$ cat src/rtl/iir_inverse_serial_if.sv
`default_nettype none
// ============================================================================
// Module      : iir_inverse_serial_if
// Description : Sample-stream and status bundle for iir_inverse_serial.
// Revision    : 1.0 - initial release
// ============================================================================
interface iir_inverse_serial_if;
    logic               din_valid;
    logic signed [11:0] din;
    logic               dout_valid;
    logic signed [11:0] dout;
    logic               busy;
    logic               overrun;
    logic               overrun_clr;

    modport master (
        output din_valid, din, overrun_clr,
        input  dout_valid, dout, busy, overrun
    );

    modport slave (
        input  din_valid, din, overrun_clr,
        output dout_valid, dout, busy, overrun
    );
endinterface
`default_nettype wire

$ cat src/rtl/iir_inverse_serial.sv
`default_nettype none
// ============================================================================
// Module      : iir_inverse_serial
// Description : 4th-order DF-I inverse IIR, A(z)/B(z) with B0=512, using one
//               time-multiplexed MAC (11 clocks per sample).
//               Define IIR_INV_SAT_EN to saturate the output instead of wrap.
// Revision    : 1.0 - initial release
// ============================================================================
module iir_inverse_serial #(
    parameter logic signed [11:0] A0 = 12'sd512,
    parameter logic signed [11:0] A1 = 12'sd0,
    parameter logic signed [11:0] A2 = 12'sd0,
    parameter logic signed [11:0] A3 = 12'sd0,
    parameter logic signed [11:0] A4 = 12'sd0,
    parameter logic signed [11:0] B1 = 12'sd0,
    parameter logic signed [11:0] B2 = 12'sd0,
    parameter logic signed [11:0] B3 = 12'sd0,
    parameter logic signed [11:0] B4 = 12'sd0
) (
    input  wire logic            clk,
    input  wire logic            rst,
    iir_inverse_serial_if.slave  bus
);

    localparam logic [1:0] c_IDLE  = 2'd0;
    localparam logic [1:0] c_MAC   = 2'd1;
    localparam logic [1:0] c_SCALE = 2'd2;
    localparam logic [3:0] c_KLAST = 4'd8;

    logic [1:0]         r_state;
    logic [3:0]         r_k;
    logic signed [27:0] r_acc;
    logic signed [11:0] r_x0, r_x1, r_x2, r_x3, r_x4;
    logic signed [11:0] r_y1, r_y2, r_y3, r_y4;
    logic signed [11:0] r_dout;
    logic               r_dout_valid;
    logic               r_overrun;

    logic signed [11:0] w_coef;
    logic signed [11:0] w_samp;
    logic signed [23:0] w_prod;
    logic signed [27:0] w_prod_ext;
    logic               w_sub;
    logic signed [11:0] w_result;
    logic               w_busy;

    assign w_busy = (r_state != c_IDLE);

    // Tap sequencer: k=0..4 numerator (add), k=5..8 feedback (subtract)
    always_comb begin
        w_coef = 12'sd0;
        w_samp = 12'sd0;
        case (r_k)
            4'd0:    begin w_coef = A0; w_samp = r_x0; end
            4'd1:    begin w_coef = A1; w_samp = r_x1; end
            4'd2:    begin w_coef = A2; w_samp = r_x2; end
            4'd3:    begin w_coef = A3; w_samp = r_x3; end
            4'd4:    begin w_coef = A4; w_samp = r_x4; end
            4'd5:    begin w_coef = B1; w_samp = r_y1; end
            4'd6:    begin w_coef = B2; w_samp = r_y2; end
            4'd7:    begin w_coef = B3; w_samp = r_y3; end
            4'd8:    begin w_coef = B4; w_samp = r_y4; end
            default: begin w_coef = 12'sd0; w_samp = 12'sd0; end
        endcase
    end

    assign w_prod     = $signed({{12{w_coef[11]}}, w_coef}) * $signed({{12{w_samp[11]}}, w_samp});
    assign w_prod_ext = $signed({{4{w_prod[23]}}, w_prod});
    assign w_sub      = (r_k > 4'd4);

`ifdef IIR_INV_SAT_EN
    logic signed [27:0] w_ydiv;
    assign w_ydiv = r_acc >>> 9;

    always_comb begin
        w_result = w_ydiv[11:0];
        if (w_ydiv > 28'sd2047)
            w_result = 12'sd2047;
        else if (w_ydiv < -28'sd2048)
            w_result = -12'sd2048;
    end
`else
    // Floor shift then wrap to 12 bits is just a bit-slice of the accumulator
    always_comb begin
        w_result = r_acc[20:9];
    end
`endif

    always_ff @(posedge clk or negedge rst) begin
        if (!rst) begin
            r_state      <= c_IDLE;
            r_k          <= 4'd0;
            r_acc        <= 28'sd0;
            r_x0         <= 12'sd0;
            r_x1         <= 12'sd0;
            r_x2         <= 12'sd0;
            r_x3         <= 12'sd0;
            r_x4         <= 12'sd0;
            r_y1         <= 12'sd0;
            r_y2         <= 12'sd0;
            r_y3         <= 12'sd0;
            r_y4         <= 12'sd0;
            r_dout       <= 12'sd0;
            r_dout_valid <= 1'b0;
            r_overrun    <= 1'b0;
        end else begin
            r_dout_valid <= 1'b0;

            if (bus.din_valid && w_busy)
                r_overrun <= 1'b1;
            else if (bus.overrun_clr)
                r_overrun <= 1'b0;

            case (r_state)
                c_IDLE: begin
                    if (bus.din_valid) begin
                        r_x0    <= bus.din;
                        r_acc   <= 28'sd0;
                        r_k     <= 4'd0;
                        r_state <= c_MAC;
                    end
                end
                c_MAC: begin
                    r_acc <= w_sub ? (r_acc - w_prod_ext) : (r_acc + w_prod_ext);
                    if (r_k == c_KLAST)
                        r_state <= c_SCALE;
                    else
                        r_k <= r_k + 4'd1;
                end
                c_SCALE: begin
                    r_dout       <= w_result;
                    r_dout_valid <= 1'b1;
                    r_x4         <= r_x3;
                    r_x3         <= r_x2;
                    r_x2         <= r_x1;
                    r_x1         <= r_x0;
                    r_y4         <= r_y3;
                    r_y3         <= r_y2;
                    r_y2         <= r_y1;
                    r_y1         <= w_result;
                    r_state      <= c_IDLE;
                end
                default: r_state <= c_IDLE;
            endcase
        end
    end

    assign bus.dout       = r_dout;
    assign bus.dout_valid = r_dout_valid;
    assign bus.busy       = w_busy;
    assign bus.overrun    = r_overrun;

endmodule
`default_nettype wire

$ cat src/flat_wrapper.sv
// flat-port wrapper written by rule: the top's interface ports become plain ports
module iir_inverse_serial_flat 
#(
    parameter logic signed [11:0] A0 = 12'sd512,
    parameter logic signed [11:0] A1 = 12'sd0,
    parameter logic signed [11:0] A2 = 12'sd0,
    parameter logic signed [11:0] A3 = 12'sd0,
    parameter logic signed [11:0] A4 = 12'sd0,
    parameter logic signed [11:0] B1 = 12'sd0,
    parameter logic signed [11:0] B2 = 12'sd0,
    parameter logic signed [11:0] B3 = 12'sd0,
    parameter logic signed [11:0] B4 = 12'sd0
)
  (clk, rst, bus_din_valid, bus_din, bus_overrun_clr, bus_dout_valid, bus_dout, bus_busy, bus_overrun);
  iir_inverse_serial_if bus_i ();
  input  wire logic clk;
  input  wire logic rst;
  input wire logic [$bits(bus_i.din_valid)-1:0] bus_din_valid;
  input wire logic [$bits(bus_i.din)-1:0] bus_din;
  input wire logic [$bits(bus_i.overrun_clr)-1:0] bus_overrun_clr;
  output wire logic [$bits(bus_i.dout_valid)-1:0] bus_dout_valid;
  output wire logic [$bits(bus_i.dout)-1:0] bus_dout;
  output wire logic [$bits(bus_i.busy)-1:0] bus_busy;
  output wire logic [$bits(bus_i.overrun)-1:0] bus_overrun;
  assign bus_i.din_valid = bus_din_valid;
  assign bus_i.din = bus_din;
  assign bus_i.overrun_clr = bus_overrun_clr;
  assign bus_dout_valid = bus_i.dout_valid;
  assign bus_dout = bus_i.dout;
  assign bus_busy = bus_i.busy;
  assign bus_overrun = bus_i.overrun;
  iir_inverse_serial #(.A0(A0), .A1(A1), .A2(A2), .A3(A3), .A4(A4), .B1(B1), .B2(B2), .B3(B3), .B4(B4)) u_core (.clk(clk), .rst(rst), .bus(bus_i));
endmodule
$ cat config.mk
export PLATFORM = sky130hd
export DESIGN_NAME = iir_inverse_serial_flat
export DESIGN_NICKNAME = d
export VERILOG_FILES = /design/src/rtl/iir_inverse_serial_if.sv /design/src/rtl/iir_inverse_serial.sv /design/src/flat_wrapper.sv
export SDC_FILE = /design/constraint.sdc
export NUM_CORES = 1
export LEC_CHECK = 0
export BUFFER_PORTS_ARGS = -buffer_cell sky130_fd_sc_hd__buf_2
export CORE_MARGIN = 1.5
export CORE_UTILIZATION = 50
export DETAILED_ROUTE_END_ITERATION = 10
export GPL_TIMING_DRIVEN = 0
export PLACE_DENSITY = 0.7
export REMOVE_ABC_BUFFERS = 1
export SETUP_SLACK_MARGIN = 0.2
export SLEW_MARGIN = 20
export SYNTH_ARGS = -nofsm -noshare
export SYNTH_HDL_FRONTEND = slang
export SYNTH_SLANG_ARGS = --single-unit
$ cat constraint.sdc
create_clock -name clk -period 3.1 [get_ports clk]
set_clock_uncertainty 0.1 [all_clocks]
set_input_delay 0.62 -clock clk [delete_from_list [all_inputs] [get_ports clk]]
set_output_delay 0.62 -clock clk [all_outputs]
set_load 0.02 [all_outputs]
# Word-level counts from Yosys, hierarchy flattened
# Index checks and enable logic that the tools add are counted.
# Widths: inputs -> output; s select.
dict set report word_totals {
  register_bits 144
  elab_cells 56
  output_inout_bits 15
}
dict set report classes {
  n_mux 14
  reduce_logical 10
  multipliers 1
  eq_ne 13
  order_cmp 1
  add_sub_neg 3
}
# cell count
set ops {}
lappend ops {{$pmux 12 s9} 1}
lappend ops {{$mux 28} 2}
lappend ops {{$pmux 28 s2} 1}
lappend ops {{$add 28x23->28} 1}
lappend ops {{$sub 28x23->28} 1}
lappend ops {{$mul 11x12->23} 1}
lappend ops {{$eq 4x3->1 const B} 4}
lappend ops {{$mux 10} 1}
lappend ops {{$eq 4x2->1 const B} 2}
lappend ops {{$mux 4} 2}
lappend ops {{$pmux 4 s2} 1}
lappend ops {{$reduce_and 2->1} 3}
lappend ops {{$reduce_bool 2->1} 3}
lappend ops {{$add 4x1->4 const B} 1}
lappend ops {{$eq 4x1->1 const B} 1}
lappend ops {{$eq 4x4->1 const B} 1}
lappend ops {{$gt 4x3->1 const B} 1}
lappend ops {{$logic_not 4->1} 1}
lappend ops {{$mux 2} 2}
lappend ops {{$ne 2x2->1 const B} 2}
lappend ops {{$pmux 2 s2} 1}
lappend ops {{$mux 1} 3}
lappend ops {{$reduce_and 3->1} 1}
lappend ops {{$eq 2x1->1 const B} 1}
lappend ops {{other kinds (4)} 4}

# Longest topological paths before layout
# Gate-level depths: netlist (run 1).
dict set report logic_depth {
  depth_word 6
  mapped_depth 16
  depth_no_buf 15
}

# Least setup slack after synthesis (run 1)
# Ideal clock, no wire load.
dict set report synth_path {
  kind {register to register}
  start {register u_core.r_k[1]}
  end {register u_core.r_acc[17]}
  n_path_buf 1
  t_arrival_ns 3.151
  setup_time_ns 0.069
  t_required_ns 2.931
  stages_incl_launch_ff 17
  slack_ns -0.220
  path_cell_list {dfrtp_1 -> inv_1 -> ha_1 -> buf_2 -> a22oi_1 -> a21oi_1 -> inv_1 -> ha_1 -> a21o_1 -> inv_1 -> fa_1 -> and2b_1 -> o21ai_2 -> a21boi_2 -> a311oi_1 -> or4b_1 -> nand3_1}
}
dict set report synth_between {
  elab_chain_len 6
}
# element line_no
set synth_lines {}
lappend synth_lines {{start: declaration} iir_inverse_serial.sv:31} ;# logic [3:0] r_k;
lappend synth_lines {{start signal: assignment} iir_inverse_serial.sv:128} ;# r_k <= r_k + 4'd1;
lappend synth_lines {{$eq 4x4->1 (tied with other cells)} iir_inverse_serial.sv:53} ;# case (r_k)
lappend synth_lines {{$pmux 12 s9 or $mux 10 (tied branches)} iir_inverse_serial.sv:53}
lappend synth_lines {{$mul 11x12->23} iir_inverse_serial.sv:67} ;# assign w_prod = $signed({{12{w_coef[11]}}, w_coef}) * $signed({{12{w_samp[11]}}, w_samp});
lappend synth_lines {{$add 28x23->28 or $sub 28x23->28 (tied branches)} iir_inverse_serial.sv:124} ;# r_acc <= w_sub ? (r_acc - w_prod_ext) : (r_acc + w_prod_ext);
lappend synth_lines {{$mux 28 (*)} iir_inverse_serial.sv:124}
lappend synth_lines {{$pmux 28 s2 (*)} iir_inverse_serial.sv:114} ;# case (r_state)
lappend synth_lines {{end signal: assignment} iir_inverse_serial.sv:124}
lappend synth_lines {{end: declaration} iir_inverse_serial.sv:32} ;# logic signed [27:0] r_acc;
# Every way passes the cells marked *; elsewhere a longest branch is shown, timed or not.
# A chain may end at the register's enable or synchronous reset.

# Worst setup path after layout (run 1)
dict set report layout_path {
  start {register u_core.r_k[0]}
  end {register u_core.r_acc[20]}
}
# Same word-level chain as after synthesis.

==> reports/qor.yml, run 1 <==
ys_seq_area_share_pct: 51.0
cts_max_level: 3
criticalPathCategory: "reg -> reg"
cp.required_ns: 3.29
port_buffers: 30
synth-seq-cells: 98
synthArstFlopShare_pct: 100
finalSetupViolCount: 7
chipHeight_um: 101
r2r_slack_ns: -0.45
place_congestion: 0.795
drtIter0Drc: 110
p_seq_share_pct: 33.3
max_slew.worst_pin.slew_ns: 0.938
start_util_pct: 51.8
clock_sinks: 98
dieArea_um2: 10200
diodes: 0
nNetsFinal: 490
viasPerCell: 5.83
power.density_nw_per_um2: 1050
wire_per_inst_um: 17.7
switching_share_pct: 38.0
area_growth_syn_to_layout_pct: 21.7
share_comb_of_total_power_pct: 49.6
synth_most_common_cell: "dfrtp_1"
dp_hpwl_um: 6320
first_pass_iters: 4
grt_pass1_wl_um: 17000
clock_path_buffers: 2
hold_path_class: "in -> async"
dp_slack_ns: -0.902
syn_area_um2: 4810
critical_path.max_fanout: 4
place_inst: 538
grt_usage_pct: 21.5
ys_types: 52
vias: 3428
synth_largest_area_cell: "dfrtp_1"
root_buffer: "clkbuf_8"
p_total_uw: 6120
slew-limit-headroom_pct: 37.5
cts_hold_buf: 0
outcome: "complete, but fails checks"
globalRouteOverflowTotal: 0
routed_wl_um: 10400
ys.flop_type: "dfrtp_1"
period_needed_ns: 3.55
start_kind: "flip-flop"
antenna_found_initial: 0
crit_path_end: "u_core.r_acc[20]"
max_freq_mhz: 282
r2r-end: "u_core.r_acc[20]"
die_x_um: 101
total_leakage_power_uw: 0.00266
yosysWarnings: 0
synth_edf_count: 0
boundaryPins: 31
p_clk_share_pct: 17.1
crit_start: "u_core.r_k[0]"
num_rows: 35
yosys-top-cells-count: "98 x dfrtp_1, 77 x mux2_2, 22 x nand3_1, 18 x buf_2, 18 x ha_1"
synth_top_area_share_pct: 51.0
r2r-start: "u_core.r_k[0]"
fin_setup_tns_ns: -1.91
period_share_pct: 114
p_sw_uw: 2330
postRouteAntennaNets: 0
worst_setup_path_end_kind: "flip-flop"
arrival_ns: 3.74
core_area_um2: 9280
layout-drive-gt1-share_pct: 42.5
failed_checks: "setup timing"
cts_tree: "done"
clk_pin_slew_ns: 0.09
route.detailed.drc: 0
setup_ws_ns: -0.445
synth_area_leaders: "dfrtp_1 51%, mux2_2 18%, ha_1 4.7%"
r2r_cells: 14
numCtsBuffers: 9
maxCapViolCount: 0
p_int_uw: 3800
hold_violations: 0
slew_viol_final: 0
rsz0062_at_grt: "true"
grt_pass1_vias: 3480
ir_worst_vdd_v: 0.000431
grt_start_max_net_pins: 67
clkLatencyLatePin_ns: 0.37
syn_avg_cell_area_um2: 12.0
final_cells: 588
synthCells: 400
==> worst max-delay path: stages, from the launching register on <==
cell,delay [ns]
dfrtp_2,0.43
buf_6,0.14
ha_4,0.17
a222oi_1,0.46
o21ai_1,0.19
a21oi_2,0.22
a31oi_1,0.12
a2bb2oi_2,0.16
ha_4,0.30
o211ai_1,0.12
o211ai_1,0.27
a41oi_2,0.19
o21ai_1,0.17
nor3b_4,0.23
mux2i_1,0.21
==> per-layer routing <==
metal	wire [um]	share of wire [%]	track usage, %
met1	4540	44	27.9
met2	5080	49	35.7
met3	474	4.6	3.68
met4	308	3.0	8.97
met5	0	0	0
==> logic make-up after synthesis <==
group                    synth area share, %
flip-flops                              51.0
AO/OA/AOI/OAI                           12.2
multiplexers                            18.9
AND/OR/NAND/NOR                         7.88
buffers and inverters                   3.51
adder cells (fa/ha/maj)                 5.10
XOR/XNOR                                1.46
==> what timing repair did <==
action,4_1_cts,5_1_grt
resized for setup,32,16
buffers inserted,30,5
hold endpoints to repair,0,0
setup endpoints to repair,11,9
pin swaps,14,16
==> state kept, by name, indices dropped and copies added, names as in the netlist, 4 cells and up <==
| register | count |
|---|---|
| u_core.bus.dout | 12 |
| u_core.r_acc | 12 |
| u_core.r_x0 | 12 |
| u_core.r_x1 | 12 |
| u_core.r_x2 | 12 |
| u_core.r_x3 | 12 |
| u_core.r_y2 | 6 |
| u_core.r_y3 | 6 |
| u_core.r_k | 4 |
| u_core.r_y4 | 4 |
==> worst min path at each step <==
stage,end,startpoint,cells past startpoint,slack (ns)
after floorplan,u_core.bus.dout[0],rst,0,0.22
after global placement,u_core.r_acc[20],u_core.r_acc[20],1,0.37
after detailed placement,u_core.r_acc[20],u_core.r_acc[20],1,0.37
after CTS,u_core.r_acc[19],rst,1,0.03
after global routing,u_core.r_acc[19],rst,1,0.04
final,u_core.r_y2[2],rst,1,0.03
==> layout by cell type (no fill, tap or decap), types with 5 or more instances in the layout <==
cell type / synthesis / routed
o21ai_1: 0 / 5
nand3_1: 22 / 22
a21oi_1: 14 / 9
o21ai_0: 17 / 12
buf_2: 18 / 29
a21oi_2: 0 / 5
ha_1: 18 / 12
ha_4: 0 / 6
a31oi_1: 6 / 5
buf_4: 0 / 28
dfrtp_1: 98 / 94
mux2_2: 77 / 77
nor2_1: 10 / 9
inv_1: 15 / 13
clkbuf_8: 0 / 9
nand2_1: 17 / 15
==> area by class of cell <==
class | count | area, um2
fill | 735 | 3430
timing repair buffer | 68 | 541
clock inverter | 5 | 128
tap | 129 | 161
multi-input combinational | 263 | 2390
clock buffer | 10 | 128
inverter | 15 | 56.3
sequential | 98 | 2460
==> stage by stage <==
step                instance area (um2)  util, %  hold WS [ns]
detailed placement                 5100     54.9         0.373
finish                             5860     63.1        0.0262
CTS                                5730     61.7        0.0279
global placement                   5010     54.0         0.367
global route                       5860     63.1        0.0372
floorplan                          4700        -         0.224
==> power by group through the flow <==
stage | Sequential [uW] | Combinational [uW] | Clock (uW)
5_1_grt | 2100 | 3300 | 1120
3_3_place_gp | 2050 | 2140 | 0
6_report | 2040 | 3030 | 1050
3_5_place_dp | 2070 | 2220 | 0
4_1_cts | 2030 | 2790 | 1070
2_1_floorplan | 2040 | 1630 | 0
(Power assumes the default switching activity.)
==> run 2, diff against run 1 <==
--- a/config.mk
+++ b/config.mk
@@ -10,7 +10,7 @@
 export CORE_UTILIZATION = 50
 export DETAILED_ROUTE_END_ITERATION = 10
 export GPL_TIMING_DRIVEN = 0
-export PLACE_DENSITY = 0.7
+export PLACE_DENSITY = 0.68
 export REMOVE_ABC_BUFFERS = 1
 export SETUP_SLACK_MARGIN = 0.2
 export SLEW_MARGIN = 20
==> constraint.sdc (replaced) <==
create_clock -name clk -period 4.6 [get_ports clk]
set_clock_uncertainty 0.1 [all_clocks]
set_input_delay 0.92 -clock clk [delete_from_list [all_inputs] [get_ports clk]]
set_output_delay 0.92 -clock clk [all_outputs]
set_load 0.02 [all_outputs]
==> run 2 against run 1 <==
  * Final area fell by 8.9%
  * Clock-buffer cell count did not move
  * Hold slack improved by 0.32 ns
  * Via count decreased by 6.3%
  * Combinational power down 50%
  * Clock power is 40% lower
  * The flow now finishes without violations
  * Largest power group unchanged
  * First-iteration DRC count up 34%
  * Non-clock buffer count fell by 35
  * Flip-flop and latch count did not move
  * Maximum frequency fell by 12%
==> reports/qor.yml, run 2 (same netlist as run 1, synthesis figures left out) <==
chipHeight_um: 101  # unchanged
fin_setup_tns_ns: 0  # +1.91 ns
numCtsBuffers: 9  # unchanged
period_needed_ns: 4.05  # +0.504 ns
outcome: "completed"
max_freq_mhz: 247  # -12%
wire_per_inst_um: 16.7  # -5.3%
dp_hpwl_um: 6260  # -0.85%
clk_pin_slew_ns: 0.10  # about the same
final_cell_mix: "98 x dfrtp_1, 77 x mux2_2, 29 x buf_2"
boundaryPins: 31  # unchanged
grt_usage_pct: 20.0  # -1.5 points
dp_slack_ns: 0.516  # +1.42 ns
arrival_ns: 4.24  # +0.50 ns
max_slew.worst_pin.slew_ns: 0.874  # -0.0640 ns
grt_pass1_vias: 3273  # -5.9%
dieArea_um2: 10200  # unchanged
cts_tree: "done"
root_buffer: "clkbuf_8"
drtIter0Drc: 147  # +34%
cp.required_ns: 4.79  # +1.50 ns
nNetsFinal: 455  # -7.1%
maxCapViolCount: 0  # unchanged
clock_sinks: 98  # unchanged
final_common_cell: "dfrtp_1"
total_leakage_power_uw: 0.00245  # -7.9%
r2r-start: "u_core.r_k[0]"
grt_start_max_net_pins: 64  # -4.5%
core_area_um2: 9280  # unchanged
die_x_um: 101  # unchanged
final_core_util_pct: 57.5  # -5.6 points
vias: 3213  # -6.3%
post_cts_buffers: 0  # -100%
area_growth_syn_to_layout_pct: 10.9
r2r_cells: 15  # +1
layout-drive-gt1-share_pct: 31.8  # -11 points
setup_ws_ns: 0.550  # +0.996 ns
slew-limit-headroom_pct: 41.7  # +4.3 points
cts_hold_buf: 0  # unchanged
critical_path.max_fanout: 10  # +6
period_share_pct: 88.0  # -26 points
first_pass_iters: 5  # +1
r2r_slack_ns: 0.55  # +1.00 ns
rsz0062_at_grt: "false"
cts_max_level: 3  # unchanged
r2r-end: "u_core.r_acc[17]"
globalRouteOverflowTotal: 0  # unchanged
num_rows: 35  # unchanged
clock_path_buffers: 2  # unchanged
hold_violations: 0  # unchanged
start_kind: "flip-flop"
routed_wl_um: 9270  # -11%
port_buffers: 30  # unchanged
grt_pass1_wl_um: 16000  # -5.5%
ir_worst_vdd_v: 0.000325  # -25%
diodes: 0  # unchanged
fillers: 785  # +6.8%
power.density_nw_per_um2: 659  # -37%
postRouteAntennaNets: 0  # unchanged
hold_path_class: "in -> async"
finalSetupViolCount: 0  # -7
worst_setup_path_end_kind: "flip-flop"
clkLatencyLatePin_ns: 0.36  # about the same
place_congestion: 0.835  # +5.0%
route.detailed.drc: 0  # unchanged
slew_viol_final: 0  # unchanged
start_util_pct: 51.8  # unchanged
antenna_found_initial: 0  # unchanged
viasPerCell: 5.80  # -0.52%
criticalPathCategory: "reg -> reg"
[run 2: report_power, final]
group | switching (uW) | internal [uW]
clock network | 302 | 322
logic | 838 | 673
registers | 237 | 1140
total | 1380 | 2140
[run 2: metal layers]
layer | wire length [um] | GRT usage, % | up-vias | part of all wire, %
met5 | 0 | 0 | - | 0
met4 | 142 | 6.41 | 0 | 1.5
met3 | 432 | 2.70 | 13 | 4.7
met2 | 4420 | 32.1 | 73 | 48
met1 | 4280 | 28.3 | 1630 | 46
li1 | - | - | 1497 | -
[run 2: critical path, stage by stage (launching register included)]
cell      delay (ns)
dfrtp_1         0.45
inv_1           0.11
ha_1            0.43
nand2_1         0.37
a21oi_1         0.29
inv_1           0.07
ha_1            0.27
a21o_1          0.14
inv_1           0.07
fa_1            0.42
and2b_1         0.23
o21ai_2         0.07
a21boi_2        0.19
a311oi_2        0.18
or4b_1          0.50
nand3_1         0.09
[run 2: per-stage QoR]
stage / cell area [um2] / hold slack [ns] / std cells / total power (uW)
after floorplan: 4700 / 0.343 / 376 / 2470
after global placement: 5010 / 0.384 / 535 / 2830
after detailed placement: 5100 / 0.388 / 538 / 2900
after CTS: 5330 / 0.350 / 554 / 3520
after global routing: 5340 / 0.359 / 554 / 3790
final: 5340 / 0.348 / 554 / 3510
[run 2: layout make-up]
class | count | area, um2 | share of cell area [%]
multi-input cells | 263 | 2210 | 41.3
well taps | 129 | 161 | 3.03
clock inverters | 6 | 90.1 | 1.69
flip-flops and latches | 98 | 2450 | 46.0
repair buffers | 33 | 231 | 4.34
clock buffers | 10 | 138 | 2.58
inverters | 15 | 56.3 | 1.06
[run 2: timing repair]
| item | CTS | global route |
|---|---|---|
| gates resized for setup | 0 | 1 |
| hold endpoints to repair | 0 | 0 |
| endpoints found under the setup margin | 0 | 2 |
[run 2: how the worst max path moves through the flow]
stage | from | endpoint | slack, ns | cells after the start
finish | u_core.r_k[0] | u_core.r_acc[17] | 0.55 | 15
global route | u_core.r_k[0] | u_core.r_acc[17] | 0.26 | 15
CTS | u_core.r_k[0] | u_core.r_acc[17] | 0.49 | 15
detailed placement | u_core.r_k[0] | u_core.r_acc[19] | 0.52 | 15
global placement | u_core.r_state[0] | u_core.r_x3[1] | -0.70 | 2
floorplan | u_core.r_state[0] | u_core.bus.dout[0] | 0.54 | 2
